===== src/rtl/decode_hazard_scoreboard_pkg.sv =====
// Shared constants and FSM encoding for the decode hazard scoreboard.
package decode_hazard_scoreboard_pkg;

    localparam logic [4:0]  REG_ZERO      = 5'd0;
    localparam int unsigned NUM_REGS      = 32;
    localparam int unsigned CNT_W_DEFAULT = 3;

    typedef enum logic [1:0] {
        RUN     = 2'd0,
        DRAIN   = 2'd1,
        DRAINED = 2'd2
    } state_e;

endpackage


===== src/rtl/decode_hazard_scoreboard_counter.sv =====
// Single scoreboard entry: load on issue, otherwise count down and stick at zero.
module decode_hazard_scoreboard_counter
    import decode_hazard_scoreboard_pkg::*;
#(
    parameter int unsigned CNT_W = CNT_W_DEFAULT
) (
    input  logic             i_clk,
    input  logic             i_reset,
    input  logic             i_load,
    input  logic [CNT_W-1:0] i_load_val,
    output logic [CNT_W-1:0] o_cnt,
    output logic             o_busy
);

    logic [CNT_W-1:0] r_cnt;

    // Load wins over decrement so a WAW reissue restarts the countdown.
    always_ff @(posedge i_clk) begin
        if (i_reset) begin
            r_cnt <= '0;
        end else if (i_load) begin
            r_cnt <= i_load_val;
        end else if (r_cnt != '0) begin
            r_cnt <= r_cnt - CNT_W'(1);
        end
    end

    assign o_cnt  = r_cnt;
    assign o_busy = (r_cnt != '0);

endmodule


===== src/rtl/decode_hazard_scoreboard.sv =====
// Decode-stage issue control: per-register countdown scoreboard, special-unit
// occupancy, drain FSM and stall performance counter.
module decode_hazard_scoreboard
    import decode_hazard_scoreboard_pkg::*;
#(
    parameter int unsigned WB_LATENCY  = 5,
    parameter int unsigned SPECIAL_LAT = 4,
    parameter int unsigned CNT_W       = CNT_W_DEFAULT
) (
    input  logic        Clk,
    input  logic        Reset,
    input  logic        ID_valid,
    input  logic        ID_flush,
    input  logic [4:0]  ID_rs,
    input  logic [4:0]  ID_rt,
    input  logic        ID_uses_rs,
    input  logic        ID_uses_rt,
    input  logic        ID_RegWrite,
    input  logic [4:0]  ID_WriteRegister,
    input  logic        ID_special,
    input  logic        drain_req,
    output logic        ID_stall,
    output logic        ID_issue,
    output logic [31:0] busy_mask,
    output logic        special_busy,
    output logic        drained,
    output logic [15:0] stall_count
);

    state_e            r_state;
    logic              r_drained;
    logic [15:0]       r_stall_count;

    logic [CNT_W-1:0]  w_cnt [NUM_REGS];
    logic [NUM_REGS-1:0] w_busy;
    logic [CNT_W-1:0]  w_special_cnt;
    logic              w_special_busy;
    logic              w_raw_a;
    logic              w_raw_b;
    logic              w_sp_haz;
    logic              w_live;
    logic              w_issue;
    logic              w_stall;
    logic              w_wr_load;
    logic              w_sp_load;
    logic              w_all_idle;

    // A count of 1 means the write lands this cycle and the WB bypass covers it.
    always_comb begin
        w_raw_a   = ID_uses_rs & (ID_rs != REG_ZERO) & (w_cnt[ID_rs] > CNT_W'(1));
        w_raw_b   = ID_uses_rt & (ID_rt != REG_ZERO) & (w_cnt[ID_rt] > CNT_W'(1));
        w_sp_haz  = ID_special & (w_special_cnt != '0);
        w_live    = ~Reset & ID_valid & ~ID_flush;
        w_issue   = w_live & (r_state == RUN) & ~(w_raw_a | w_raw_b | w_sp_haz);
        w_stall   = w_live & ~w_issue;
        w_wr_load = w_issue & ID_RegWrite & (ID_WriteRegister != REG_ZERO);
        w_sp_load = w_issue & ID_special;
        w_all_idle = (w_busy == '0) & ~w_special_busy;
    end

    for (genvar g = 0; g < NUM_REGS; g++) begin : g_reg
        logic w_load;
        assign w_load = w_wr_load & (ID_WriteRegister == 5'(g));

        decode_hazard_scoreboard_counter #(
            .CNT_W (CNT_W)
        ) u_cnt (
            .i_clk      (Clk),
            .i_reset    (Reset),
            .i_load     (w_load),
            .i_load_val (CNT_W'(WB_LATENCY)),
            .o_cnt      (w_cnt[g]),
            .o_busy     (w_busy[g])
        );
    end

    decode_hazard_scoreboard_counter #(
        .CNT_W (CNT_W)
    ) u_special_cnt (
        .i_clk      (Clk),
        .i_reset    (Reset),
        .i_load     (w_sp_load),
        .i_load_val (CNT_W'(SPECIAL_LAT)),
        .o_cnt      (w_special_cnt),
        .o_busy     (w_special_busy)
    );

    // Drain FSM with registered drained flag.
    always_ff @(posedge Clk) begin
        if (Reset) begin
            r_state   <= RUN;
            r_drained <= 1'b0;
        end else begin
            unique case (r_state)
                RUN: begin
                    if (drain_req) r_state <= DRAIN;
                end
                DRAIN: begin
                    if (!drain_req) begin
                        r_state <= RUN;
                    end else if (w_all_idle) begin
                        r_state   <= DRAINED;
                        r_drained <= 1'b1;
                    end
                end
                DRAINED: begin
                    if (!drain_req) begin
                        r_state   <= RUN;
                        r_drained <= 1'b0;
                    end
                end
                default: begin
                    r_state   <= RUN;
                    r_drained <= 1'b0;
                end
            endcase
        end
    end

    // Saturating count of stalled cycles.
    always_ff @(posedge Clk) begin
        if (Reset) begin
            r_stall_count <= 16'd0;
        end else if (w_stall && (r_stall_count != 16'hFFFF)) begin
            r_stall_count <= r_stall_count + 16'd1;
        end
    end

    assign ID_issue     = w_issue;
    assign ID_stall     = w_stall;
    assign busy_mask    = w_busy;
    assign special_busy = w_special_busy;
    assign drained      = r_drained;
    assign stall_count  = r_stall_count;

endmodule

===== config.mk =====
export PLATFORM = sky130hd
export DESIGN_NAME = decode_hazard_scoreboard
export DESIGN_NICKNAME = d
export VERILOG_FILES = /design/src/rtl/decode_hazard_scoreboard_pkg.sv /design/src/rtl/decode_hazard_scoreboard_counter.sv /design/src/rtl/decode_hazard_scoreboard.sv
export SDC_FILE = /design/constraint.sdc
export NUM_CORES = 1
export LEC_CHECK = 0
export BUFFER_PORTS_ARGS = -buffer_cell sky130_fd_sc_hd__buf_4
export CAP_MARGIN = 5
export CORE_MARGIN = 1.5
export CORE_UTILIZATION = 38
export CTS_CLUSTER_SIZE = 24
export DETAILED_ROUTE_END_ITERATION = 8
export HOLD_SLACK_MARGIN = 0.02
export PLACE_DENSITY_LB_ADDON = 0.3
export SYNTH_ARGS = -nofsm -noshare
export SYNTH_HDL_FRONTEND = slang
export SYNTH_SLANG_ARGS = --single-unit
export TNS_END_PERCENT = 50

===== constraint.sdc =====
create_clock -name Clk -period 3.6 [get_ports Clk]
set_input_delay 0.72 -clock Clk [delete_from_list [all_inputs] [get_ports Clk]]
set_output_delay 0.72 -clock Clk [all_outputs]
set_load 0.02 [all_outputs]

=== After elaboration in Yosys (flattened, before gate mapping) ===
Cells that the tools add are included.

* Input port bits: 24
* Word-level logic and storage cells: 391
* Output and inout port bits: 52
* Flip-flop bits (word level): 118

* Reduce and logical (&&, ||, !) cells: 108
* Multiplexer cells: 81
* Bitwise logic cells: 56
* Equality and inequality tests: 39
* $lt $le $gt $ge: 4
* $add $sub $neg: 34

{| class="wikitable"
|+ Operators by type and width
! operator !! number
|-
| $mux W3 || 70
|-
| $reduce_bool A3 Y1 || 33
|-
| $sub A3 B1 Y3 const B || 33
|-
| $eq A5 B5 Y1 const B || 16
|-
| $reduce_bool A2 Y1 || 33
|-
| $reduce_or A2 Y1 || 33
|-
| $and A1 B1 Y1 || 46
|-
| $eq A5 B4 Y1 const B || 8
|-
| $logic_not A32 Y1 || 1
|-
| $bmux W3 S5 || 2
|-
| $eq A5 B3 Y1 const B || 4
|-
| $add A16 B1 Y16 const B || 1
|-
| $ne A16 B16 Y1 const B || 1
|-
| $reduce_bool A5 Y1 || 3
|-
| $ge A6 B6 Y1 const B || 2
|-
| $not A5 Y6 || 2
|-
| $eq A5 B2 Y1 const B || 2
|-
| $mux W2 || 4
|-
| $ne A2 B2 Y1 const B || 4
|-
| $gt A3 B1 Y1 const B || 2
|-
| $not A1 Y1 || 6
|-
| $pmux W2 S3 || 1
|-
| $eq A5 B1 Y1 const B || 1
|-
| $logic_not A5 Y1 || 1
|-
| 10 further kinds || 13
|}

=== Longest topological paths before layout ===
* Depth in word-level cells: 14
* Gate-level depth with buffers: 13
* Depth with buffers taken out: 10

=== Modules after synthesis ===
From an unflattened synthesis, not the netlist that was laid out.

* Cells, all modules: 979
* Area, all modules: 8,730.9 um^2

{| class="wikitable"
|+ Modules (own cells, without submodules)
! module !! instances !! area an instance (um^2) !! cells each
|-
| decode_hazard_scoreboard_counter || 33 || 202.7 || 21
|-
| decode_hazard_scoreboard || 1 || 2,042.0 || 286
|}

=== Worst setup path after synthesis ===
Ideal clock, no wire load.

* Path kind: input port to output port
* Start point: in ID_rt[1]
* End point: out ID_stall
* Path slack: 0.203 ns
* Path buffers: 3
* Arrival: 2.677 ns
* Stages on the path: 10
* Path through: buf_2 -> inv_1 -> mux2_2 -> mux4_2 -> o211ai_2 -> nand4_2 -> inv_2 -> buf_2 -> buf_2 -> nor2_1

* Longest elaborated chain between the ends: 12
* Elaborated cells on any way between the ends: 14
* Classes of those cells: 1 x order compare; 3 x mux; 9 x bitwise; 1 x reduce/logical

{| class="wikitable"
|+ Ends and longest elaborated chain
! item !! line !! text
|-
| start: declaration || decode_hazard_scoreboard.sv:15 || <nowiki>input logic [4:0] ID_rt,</nowiki>
|-
| $not A5 Y6 (implied by the code) || decode_hazard_scoreboard.sv:51 || <nowiki>w_raw_b = ID_uses_rt & (ID_rt != REG_ZERO) & (w_cnt[ID_rt] > CNT_W'(1));</nowiki>
|-
| $bmux W3 S5 || decode_hazard_scoreboard.sv:51 ||
|-
| $mux W3 (implied by the code) (2 in a row) || decode_hazard_scoreboard.sv:51 ||
|-
| $gt A3 B1 Y1 || decode_hazard_scoreboard.sv:51 ||
|-
| $and A1 B1 Y1 (*) || decode_hazard_scoreboard.sv:51 ||
|-
| $or A1 B1 Y1 (*) (2 in a row) || decode_hazard_scoreboard.sv:54 || <nowiki>w_issue = w_live & (r_state == RUN) & ~(w_raw_a | w_raw_b | w_sp_haz);</nowiki>
|-
| $not A1 Y1 (*) || decode_hazard_scoreboard.sv:54 ||
|-
| $and A1 B1 Y1 (*) || decode_hazard_scoreboard.sv:54 ||
|-
| via ID_issue || decode_hazard_scoreboard.sv:23 || <nowiki>output logic ID_issue,</nowiki>
|-
| $not A1 Y1 (*) || decode_hazard_scoreboard.sv:55 || <nowiki>w_stall = w_live & ~w_issue;</nowiki>
|-
| $and A1 B1 Y1 (*) || decode_hazard_scoreboard.sv:55 ||
|-
| end: declaration || decode_hazard_scoreboard.sv:22 || <nowiki>output logic ID_stall,</nowiki>
|}

The timed path passes the listed nets; every way through them passes the cells marked *. The select of a mux whose other input is x is not followed.

=== Final worst setup path ===
* Start point: reg u_special_cnt.r_cnt[0] (netlist: u_special_cnt.o_cnt[0])
* End point: out ID_stall

* Longest elaborated chain between the ends: 7

{| class="wikitable"
|+ Ends and longest elaborated chain
! item !! line !! text
|-
| start: declaration || decode_hazard_scoreboard_counter.sv:15 || <nowiki>logic [CNT_W-1:0] r_cnt;</nowiki>
|-
| start signal: assignment || decode_hazard_scoreboard_counter.sv:22 || <nowiki>r_cnt <= i_load_val;</nowiki>
|-
| start signal: assignment || decode_hazard_scoreboard_counter.sv:24 || <nowiki>r_cnt <= r_cnt - CNT_W'(1);</nowiki>
|-
| $reduce_bool A3 Y1 || decode_hazard_scoreboard.sv:52 || <nowiki>w_sp_haz = ID_special & (w_special_cnt != '0);</nowiki>
|-
| $and A1 B1 Y1 || decode_hazard_scoreboard.sv:52 ||
|-
| $or A1 B1 Y1 || decode_hazard_scoreboard.sv:54 ||
|-
| $not A1 Y1 || decode_hazard_scoreboard.sv:54 ||
|-
| $and A1 B1 Y1 || decode_hazard_scoreboard.sv:54 ||
|-
| $not A1 Y1 || decode_hazard_scoreboard.sv:55 ||
|-
| $and A1 B1 Y1 || decode_hazard_scoreboard.sv:55 ||
|}

Every way passes these cells.

==> Implementation_results.wiki <==
{| class="wikitable"
! Metric !! Value
|-
| Worst slew slack as a fraction of its limit || 60.8%
|-
| Largest stage delay on the critical path || 0.47 ns
|-
| Largest fanout on the critical path || 9
|-
| Terminating pin of the worst hold path || stall_count[8]
|-
| Height of the die || 146 microns
|-
| Number of antenna cells inserted || 0
|-
| Vias in the first global route || 6054
|-
| Max Fclk || 0.295 GHz
|-
| Clock root buffer || clkbuf_16
|-
| Number of cells on the worst reg-to-reg path || 11
|-
| Clock Power Share || 28.3%
|-
| Final setup fails || 0
|-
| Startpoint of the most critical hold path || stall_count[8]
|-
| Sum Neg Setup Slack || 0 ns
|-
| Count of warnings emitted by yosys || 0
|-
| Count of input and output buffers || 75
|-
| Hold Path Depth || 2
|-
| Clk Latency, worst-skew pair || 0.42 ns
|-
| Maximum number of pins on one net before global-route repair || 54
|-
| Area added between synthesis and finish || 16.4%
|-
| Share of the synthesized netlist area taken by xor and xnor gates || 3.72%
|-
| Adder-cell area share of the yosys netlist || 15.9%
|-
| Starting utilization of the core area || 38.6%
|-
| Summed instance area of the synthesized netlist || 0.00778 sq mm
|-
| Area fraction in compound gates after synthesis || 15.5%
|-
| Series of cell instances along the critical path || inv_1 > ha_1 > nand2b_1 > a2111oi_4 > o41ai_1 > nor4_2 > nand4_2 > inv_2 > nor2_1 > buf_4
|-
| Cell family with the largest share of critical-path delay || simple AND/OR/NAND/NOR gates
|-
| Power density over the cells || 782 mW/mm^2
|-
| Share of cell area taken by muxes after synthesis || 6.66%
|-
| Post-synthesis cell count || 946
|-
| Number of clock sinks || 118
|-
| Switching power share of the total || 37.9%
|-
| Core Footprint || 0.0202 sq mm
|-
| Share of the synthesized area in the top cell type || 30.4%
|-
| Cell type with the largest total area after synthesis || dfxtp_1
|-
| Post-synthesis average cell area || 8.22 sq um
|-
| Total iterations of the first detailed-routing run || 5
|-
| Slowest stage cell on the critical path || a2111oi_4
|-
| Worst setup EP type || primary output
|-
| Die X-Extent || 146 microns
|-
| Minimum period implied by the final worst setup slack || 3.39 ns
|-
| GP Congestion || 0.889
|-
| I/O pin total || 76
|-
| Lkg Pwr || 0.00416 uW
|-
| Most used flip-flop cell after synthesis || dfxtp_1
|-
| Num rows || 52
|-
| Arrival @ worst endpoint || 2.67 ns
|-
| Reg2reg setup slack || 0.77 ns
|-
| Setup repair after global routing missed its margin || no
|-
| Remaining global-route overflow || 0
|-
| Transition time at the pin with the least slew margin || 0.587 ns
|-
| Portion of the post-synthesis area used by sequential elements || 30.4%
|-
| Total buffers and inverters traversed by the critical path || 3
|-
| Final cycle utilization of the critical path || 94.1%
|-
| Top area cells in the synthesized netlist || dfxtp_1 (30%), ha_1 (16%), inv_1 (8.4%)
|-
| Via count || 6425
|-
| Peak supply drop || 0.000407 V
|-
| Simple-gate share of the synthesized area || 13.2%
|-
| Initial antenna violation count || 0
|-
| Seq cells post-synth || 118
|-
| Wire length of the first global-routing pass || 32900 microns
|-
| Number of buffers between clock root and the deepest sink || 2
|-
| DP Wirelength || 15000 microns
|-
| Ratio of cells with drive above 1 in the final layout || 15.0%
|-
| Worst hold margin || 0.495 ns
|-
| Switching power of the nets || 2680 uW
|-
| Vias per std cell || 5.12
|-
| Number of clock buffers inserted by TritonCTS || 17
|-
| Type of the most critical hold path || reg2reg
|-
| Worst setup path class || reg2out
|-
| Startpoint types || flip-flop
|-
| Routed len/inst || 16.4 microns
|-
| Sequential fraction of design power || 26.1%
|-
| Internal power summed over all cells || 4390 uW
|-
| Global-route usage over all layers || 19.7%
|-
| Mapped Nets || 1069
|-
| Critical path launch point || u_special_cnt.o_cnt[0]
|-
| Final core utilization || 44.9%
|-
| Setup Skew || 0.0124 ns
|-
| Status || finished clean
|-
| Number of nets still failing antenna checks after routing || 0
|-
| MaxCap Viol Count || 0
|-
| Violation count after the first detailed-route iteration || 365
|-
| Final Slew Violations || 0
|-
| Critical R2R Capture || g_reg[14].u_cnt.o_cnt[2]
|-
| CP Data Required Time || 2.88 ns
|-
| H-tree levels || 4
|-
| Overall routed net length || 20600 microns
|-
| Count of endpoints failing hold in the final timing report || 0
|-
| TritonCTS clock tree || yes
|-
| Post-detailed-route DRC marker count || 0
|-
| Count of unique library cells instantiated by Yosys || 54
|-
| Power consumption || 7080 uW
|-
| Combinational share of power || 45.6%
|-
| Post-CTS clock slew at the launch and capture registers of the worst setup and hold paths || 0.06 ns
|-
| Largest family of logic cells by synthesized area || adder cells
|-
| Synth async-reset ratio || 0%
|-
| EDFF count, synth || 0
|-
| Beginning of the worst register-to-register path || u_special_cnt.o_cnt[0]
|-
| Post-layout net count || 1094
|-
| DIE AREA || 0.0213 sq mm
|}
==> registers in the layout (all words and copies together), names as in the netlist <==
signal / cells
g.u_cnt.o_cnt: 96
stall_count: 16
u_special_cnt.o_cnt: 3
r_state: 2
drained: 1
==> worst register-to-register path, cell delays in order (launching register included) <==
cell,delay (ns)
dfxtp_1,0.29
inv_1,0.10
ha_1,0.18
nand2b_1,0.23
a2111oi_4,0.47
o41ai_1,0.16
nor4_2,0.26
nand4_2,0.17
buf_4,0.19
or3_1,0.30
buf_4,0.23
o22ai_1,0.19
==> kinds of logic (layout without fill, tap and decap cells) <==
group	after synthesis	count (layout)
mux	42	42
buf+inv	263	301
flops	118	118
fa+ha+maj	99	99
compound gates	190	190
xor+xnor	33	33
simple gates	201	201
==> cells in the mapped netlist (all sizes together) (2+ instances only) <==
master / instances
inv: 175
dfxtp: 118
ha: 99
nor2: 57
a21oi: 54
o22ai: 48
buf: 47
clkbuf: 41
nand2: 35
a211oi: 31
xor2: 28
mux2i: 27
nor3: 27
o21ai: 21
nand3: 14
nand4: 13
and3: 9
o31ai: 9
or4: 9
a31oi: 8
mux2: 8
mux4: 7
nor3b: 7
or3: 7
nand2b: 6
nor4: 5
xnor2: 5
or2: 4
nor4b: 3
o211ai: 3
o41ai: 3
a2111oi: 2
and2: 2
o311a: 2
o311ai: 2
==> stage by stage <==
step           instance area [sq um]  instances  setup WS (ns)
2_1_floorplan                   7780        946          0.203
3_3_place_gp                    8350       1222          0.130
3_5_place_dp                    8350       1222          0.126
4_1_cts                         9040       1254         0.0976
5_1_grt                         9050       1254         0.0448
6_report                        9050       1254          0.212
==> worst max path at each step <==
| stage | endpoint | slack, ns | cells after the start |
|---|---|---|---|
| floorplan | ID_stall | 0.20 | 10 |
| global placement | ID_stall | 0.13 | 9 |
| detailed placement | ID_stall | 0.13 | 9 |
| CTS | ID_stall | 0.1 | 10 |
| global route | ID_stall | 0.04 | 10 |
| finish | ID_stall | 0.21 | 10 |
==> cells in the final DEF, fill, tap and decap left out, drive strengths merged, types with 2 or more instances in the layout <==
cell	instances
inv	175
dfxtp	118
ha	99
buf	94
nor2	57
a21oi	54
o22ai	48
nand2	35
a211oi	31
xor2	28
nor3	27
mux2i	27
clkbuf	25
o21ai	21
nand3	14
nand4	13
o31ai	9
and3	9
or4	9
mux2	8
a31oi	8
mux4	7
nor3b	7
or3	7
nand2b	6
bufinv	6
xnor2	5
nor4	5
or2	4
nor4b	3
o41ai	3
o211ai	3
o311a	2
and2	2
o311ai	2
a2111oi	2
==> cell type report <==
class	instances	area, sq um
Clock buffer	25	505
Fill cell	2061	11100
Inverter	175	657
Multi-Input combinational cell	565	4290
Timing Repair Buffer	94	718
Clock inverter	7	188
Sequential cell	118	2360
Tap cell	270	338
==> timing repair <==
item                       in CTS  in global routing
hold buffers                    0                  0
setup endpoints to repair       0                  2
gates resized for setup         0                  1
setup buffers                   0                  0
==> per-layer routing <==
metal  vias up  part of all wire [%]  track usage [%]
li1       3206                     -                -
met1      3041                    47             26.1
met2       143                    47             31.8
met3        35                   4.2             3.88
met4         0                   2.5             7.63
met5         -                     0                0
==> power by group through the flow <==
stage                     Clock (uW)  Sequential [uW]  Combinational [uW]
after floorplan                    0             1800                2660
after global placement             0             1860                3180
after detailed placement           0             1860                3240
after CTS                       2040             1840                3260
after global routing            2100             1880                3630
final                           2010             1840                3230
(Power assumes the default switching activity.)
